==> src/rtl/alu_share_ctrl.sv <==
// alu_share_ctrl: shares one combinational 4-bit ALU between two requesters.
// One operation is in flight at a time: accept (IDLE), drive the ALU from
// registered operands (EXEC), then hold the captured result until the
// consumer takes it (RESP). Contended arbitration is round robin.
//
// Ports:
//   clk, reset            rising-edge clock, synchronous active-high reset
//   req{0,1}_valid/ready  per-requester handshake (ready is combinational)
//   req{0,1}_a/_b/_op     per-requester operands and op code
//   alu_a/alu_b/alu_op    registered operands presented to the ALU
//   alu_result            combinational ALU result
//   rsp_valid/rsp_ready   response handshake
//   rsp_id/result/zero    issuing requester, captured result, result==0 flag
module alu_share_ctrl #(
    parameter bit FIRST_PRIO = 1'b0,
    localparam int unsigned DATA_W = 4,
    localparam int unsigned OP_W   = 2
) (
    input  logic              clk,
    input  logic              reset,
    input  logic              req0_valid,
    output logic              req0_ready,
    input  logic [DATA_W-1:0] req0_a,
    input  logic [DATA_W-1:0] req0_b,
    input  logic [OP_W-1:0]   req0_op,
    input  logic              req1_valid,
    output logic              req1_ready,
    input  logic [DATA_W-1:0] req1_a,
    input  logic [DATA_W-1:0] req1_b,
    input  logic [OP_W-1:0]   req1_op,
    output logic [DATA_W-1:0] alu_a,
    output logic [DATA_W-1:0] alu_b,
    output logic [OP_W-1:0]   alu_op,
    input  logic [DATA_W-1:0] alu_result,
    output logic              rsp_valid,
    input  logic              rsp_ready,
    output logic              rsp_id,
    output logic [DATA_W-1:0] rsp_result,
    output logic              rsp_zero
);

    typedef enum logic [1:0] {
        IDLE = 2'd0,
        EXEC = 2'd1,
        RESP = 2'd2
    } state_t;

    state_t state;
    logic   last;       // requester granted most recently
    logic   op_id;      // requester owning the in-flight operation

    logic   any_valid_c;
    logic   grant_id_c;
    logic   accept_c;

    // Arbitration: a lone requester wins outright; contention goes to the one not served last.
    always_comb begin
        any_valid_c = req0_valid | req1_valid;
        grant_id_c  = 1'b0;
        if (req0_valid && req1_valid) begin
            grant_id_c = ~last;
        end else if (req1_valid) begin
            grant_id_c = 1'b1;
        end
    end

    // Ready is suppressed during reset so nothing is handshaken on a resetting edge.
    assign accept_c   = !reset && (state == IDLE) && any_valid_c;
    assign req0_ready = accept_c && !grant_id_c;
    assign req1_ready = accept_c &&  grant_id_c;

    // Controller FSM with registered ALU operands and response.
    always_ff @(posedge clk) begin
        if (reset) begin
            state      <= IDLE;
            last       <= ~FIRST_PRIO;
            op_id      <= 1'b0;
            alu_a      <= DATA_W'(0);
            alu_b      <= DATA_W'(0);
            alu_op     <= OP_W'(0);
            rsp_valid  <= 1'b0;
            rsp_id     <= 1'b0;
            rsp_result <= DATA_W'(0);
            rsp_zero   <= 1'b0;
        end else begin
            case (state)
                IDLE: begin
                    if (any_valid_c) begin
                        // Operands only change here, keeping ALU inputs quiet otherwise.
                        alu_a  <= grant_id_c ? req1_a  : req0_a;
                        alu_b  <= grant_id_c ? req1_b  : req0_b;
                        alu_op <= grant_id_c ? req1_op : req0_op;
                        op_id  <= grant_id_c;
                        last   <= grant_id_c;
                        state  <= EXEC;
                    end
                end
                EXEC: begin
                    rsp_result <= alu_result;
                    rsp_zero   <= (alu_result == DATA_W'(0));
                    rsp_id     <= op_id;
                    rsp_valid  <= 1'b1;
                    state      <= RESP;
                end
                RESP: begin
                    if (rsp_ready) begin
                        rsp_valid <= 1'b0;
                        state     <= IDLE;
                    end
                end
                default: begin
                    state <= IDLE;
                end
            endcase
        end
    end

endmodule
==> config.mk <==
export PLATFORM = sky130hd
export DESIGN_NAME = alu_share_ctrl
export DESIGN_NICKNAME = d
export VERILOG_FILES = /design/src/rtl/alu_share_ctrl.sv
export SDC_FILE = /design/constraint.sdc
export NUM_CORES = 1
export LEC_CHECK = 0
export CAP_MARGIN = 20
export CELL_PAD_IN_SITES_DETAIL_PLACEMENT = 2
export CELL_PAD_IN_SITES_GLOBAL_PLACEMENT = 2
export CORE_UTILIZATION = 29
export CTS_CLUSTER_DIAMETER = 40
export DETAILED_ROUTE_END_ITERATION = 10
export DONT_BUFFER_PORTS = 1
export GPL_TIMING_DRIVEN = 0
export MAX_ROUTING_LAYER = met4
export PLACE_DENSITY_LB_ADDON = 0.1
export SLEW_MARGIN = 10
export SYNTH_ARGS = -nofsm -noshare
export SYNTH_HDL_FRONTEND = slang
export SYNTH_SLANG_ARGS = --single-unit
==> constraint.sdc <==
create_clock -name clk -period 1.1 [get_ports clk]
set_input_delay 0.22 -clock clk [delete_from_list [all_inputs] [get_ports clk]]
set_output_delay 0.22 -clock clk [all_outputs]
set_load 0.02 [all_outputs]
# --- Word-level counts from Yosys, hierarchy flattened ---
# Index checks and enable logic that the tools add are counted.
classes:
  shift: 0
  add_sub_neg: 0
  reduce_logical: 13
  n_bitwise: 2
  n_mul: 0
  n_eq_ne: 4
  div_mod_pow: 0
  mux: 10
  magnitude_cmp: 0
ops:
  columns: ["cell", "n"]
  rows:
  - ["2-to-1 mux 4 bit", 2]
  - ["2-to-1 mux 2 bit", 3]
  - ["case mux 2 bit (3 select lines)", 1]
  - ["AND reduction 2 bit", 3]
  - ["logical AND 1 bit", 5]
  - ["logical NOT 4 bit", 1]
  - ["inequality test 2 bit (second input constant)", 2]
  - ["2-to-1 mux 1 bit", 3]
  - ["== test 2 x 1 -> 1 bit (second input constant)", 1]
  - ["== test 2 bit (second input constant)", 1]
  - ["logical NOT 1 bit", 2]
  - ["logical NOT 2 bit", 1]
  - ["case mux 1 bit (2 select lines)", 1]
  - ["nonzero test 2 bit", 1]
  - ["NOT 1 bit", 1]
  - ["OR 1 bit", 1]
word_totals:
  rom_bits: 0
  out_inout_bits: 19
  wordCells: 39
  memories: 0
  latchBits: 0
  in_bits: 29
  mem_bits_rw: 0
  ff_bits: 21

# --- Logic depth before layout (Yosys ltp) ---
depth:
  depth_word: 4
  depth_mapped: 4
  mapped_depth_nobuf: 3

# --- Worst setup path after synthesis ---
# Ideal clock, no wire load.
synth_path:
  path_kind: "register to output"
  from: "reg last"
  to: "out req1_ready"
  arrival_ns: 1.123
  slack_ns: -0.243
  stages_incl_launch_ff: 4
  path_buffers: 1
  required_time_ns: 0.880
  cell_sequence: "dfxtp_1 a21bo_2 buf_2 nor3_1"
synth_via:
  elab_chain_cells: 3
synth_lines:
  columns: ["element", "line_no", "rtl"]
  rows:
  - ["start, declared", "49", "logic last;"]
  - ["start signal, assigned", "76", "last <= ~FIRST_PRIO;"]
  - ["start signal, assigned", "94", "last <= grant_id_c;"]
  - ["NOT 1 bit", "61", "grant_id_c = ~last;"]
  - ["2-to-1 mux 1 bit", "60", "if (req0_valid && req1_valid) begin"]
  - ["logical AND 1 bit", "70", "assign req1_ready = accept_c && grant_id_c;"]
  - ["end, declared", "27", "output logic req1_ready,"]
# No other way between the ends.

# --- Final worst setup path ---
# Ends and elaborated chain as after synthesis.

==> metrics <==
outcome finished, violations left; violated checks negative setup slack; WHS Endpoint rsp_result[1]; crit path DAT approximately 1.2 ns; RSZ-0062 raised after global routing yes; commonest non-fill, non-tap cell in the layout nand2_1; Setup WS post-layout -0.322 ns; htree depth 1; Fill cells 348; CTS Buf Count 3; critical path fanouts, max 3; TritonCTS clock tree built; nature of the critical path startpoint flop; Synth async-reset ratio 0; hold depth 2; Fmax approximately 0.7 GHz; max layer used met4; vias per std cell 5.26; post-synth top area cell dfxtp_1; measured slew at the worst slew-check pin about 0.59 ns; final-stage net count 152; max-cap check violation count 0; Avg Cell Area, Syn 8.92 um^2; sequential area share after synthesis 0.440; Leak Pwr 0.467 nW; Final ANT Viol Nets 0; # clock sinks 21; WL per Instance between 15 and 20 um; first-pass GRT wire length 4430 um; Hold WC Path Type input pin to flop; metal2 WL 1540 um; Area Overhead vs Synth 35.5%; hold slack 0.0150 ns; drc violations 0; vias in the first global route roughly 940; Final Wtd Congestion between 0.7 and 0.8; Post-Route Utilization 0.420; core area 3080 um^2; Critical Path RT 0.88 ns; switching power about 670 uW; Initial Utilization 0.310; fin crit period 1.42 ns; synth top area cells dfxtp_1 44%, a311oi_2 16%, nand2_1 13%; drt initial violations 14; clk_skew about 0.0020 ns; largest net degree at the start of global routing 13; Post-synth EDFFs 0; Mapped Cells 107; antenna diode count 0; initial antenna violation count 0; Top FF cell, synth dfxtp_1; hold wc startpoint alu_result[1]; Clock Path Buffers 2; Comb pwr share 0.278; R2R depth 7; Power Density around 1500 nW/um^2; WS Path Type flop to output pin; Die W 59.4 um; Int Pwr between 1 and 1.5 mW; metal1 wirelength 1150 um; clk slew on worst S/H paths 0.13 ns; R2R Path End alu_a[0]; Slew HR 0.610; synthesized flop and latch total 21; period utilisation layout 1.29; Vias a little under 900; Setup violations, final 14; DRT Pass-1 Iters 4; Reg2Reg Setup Slack -0.20 ns; Ports 48; worst r2r src state[1]; All-Layer GR Usage 0.179; distinct cell type count after synthesis 24; clock power share 0.214; row cnt 20; yosys warns 0; Reg power frac 0.508; metal3 WL about 160 um; clk_lat worst skew 0.32 ns; post-DP HPWL 1890 um; synthesized cell area 955 um^2; most frequent cells in the layout 32 x nand2_1, 18 x dfxtp_1, 10 x a311oi_2; CP Launch Point last; area of the multi-input gates 604 um^2; die height 59.4 um; top-area cell type share of the netlist area 0.440; Die Area 3530 um^2; pre-CTS setup slack -0.201 ns; GRT overflow 0; Worst VDD drop ~500 uV; Routed WL 2900 um; Sw Ratio 0.351; # port buffers 0; layout cell share with drive strength beyond 1 0.443; root buffer cell clkbuf_4; crit path capture type output pin; FF/Latch Area 432 um^2; max-slew violation count 0; Final Hold Fails 0; syn_nets 136
-- per-stage QoR --
stage | setup TNS (ns) | power [mW] | instance area (um^2) | instances
finish | -2.40 | 1.92 | 1290 | 166
global route | -3.16 | 2.02 | 1290 | 166
CTS | -2.61 | 1.85 | 1190 | 161
detailed placement | -2.32 | 1.34 | 1030 | 151
global placement | -1.49 | 1.32 | 1030 | 151
floorplan | -0.0412 | 1.25 | 977 | 107
-- state kept, by name (all words and copies together), names as in the netlist --
name        cells
alu_a           4
alu_b           4
alu_op          2
last            1
op_id           1
rsp_id          1
rsp_result      4
rsp_valid       1
rsp_zero        1
state           2
-- kinds of logic (layout without fill, tap and decap cells) --
group | count (synthesis) | after routing | share of synthesized area
AND/OR/NAND/NOR | 46 | 47 | 0.216
flip-flops | 21 | 21 | 0.440
AO/OA/AOI/OAI | 33 | 33 | 0.301
buffers and inverters | 7 | 21 | 0.0419
-- per-layer routing --
layer  vias up  global-route usage
li1        409                   -
met1       428               0.187
met2        31               0.326
met3         5              0.0349
met4         0              0.0714
met5         -                   -
-- worst max path at each step --
| stage | endpoint | slack [ns] | cells past startpoint |
|---|---|---|---|
| 2_1_floorplan | req1_ready | -0.04 | 3 |
| 3_3_place_gp | req1_ready | -0.17 | 3 |
| 3_5_place_dp | req1_ready | -0.20 | 3 |
| 4_1_cts | req0_ready | -0.34 | 3 |
| 5_1_grt | req1_ready | -0.38 | 2 |
| 6_report | req1_ready | -0.32 | 2 |
-- critical path, cell delays in order (launching register included) --
cell and delay (ns):
dfxtp_4 0.38, a21bo_4 0.22, nor3_4 0.27
-- synth_stat cells, types with 2 or more instances --
cell type and count:
a21oi_1 17, a311oi_2 10, buf_2 5, dfxtp_1 21, nand2_1 33, nor2_1 2, nor3_1 2
-- power by group through the flow --
| stage | Clock [mW] | Sequential [mW] | Combinational [mW] |
|---|---|---|---|
| after CTS | 0.419 | 0.967 | 0.463 |
| final | 0.410 | 0.973 | 0.532 |
| after global placement | 0 | 0.980 | 0.342 |
| after floorplan | 0 | 0.967 | 0.288 |
| after global routing | 0.455 | 0.986 | 0.576 |
| after detailed placement | 0 | 0.984 | 0.355 |
-- final cells by class --
| cell class | count | area share |
|---|---|---|
| multi-input combinational | 80 | 0.467 |
| sequential | 21 | 0.334 |
| timing repair buffer | 12 | 0.104 |
| tap | 44 | 0.0426 |
| buffer | 5 | 0.0309 |
| clock buffer | 3 | 0.0174 |
| clock inverter | 1 | 0.00387 |
-- repair_timing --
action | CTS | global route
hold buffers | 1 | 0
setup endpoints to repair | 20 | 22
resized for setup | 18 | 22
endpoints found under the hold margin | 2 | 0
cloned | 2 | 0
setup buffers | 5 | 7
pin swaps | 10 | 8
(Power assumes the default switching activity.)
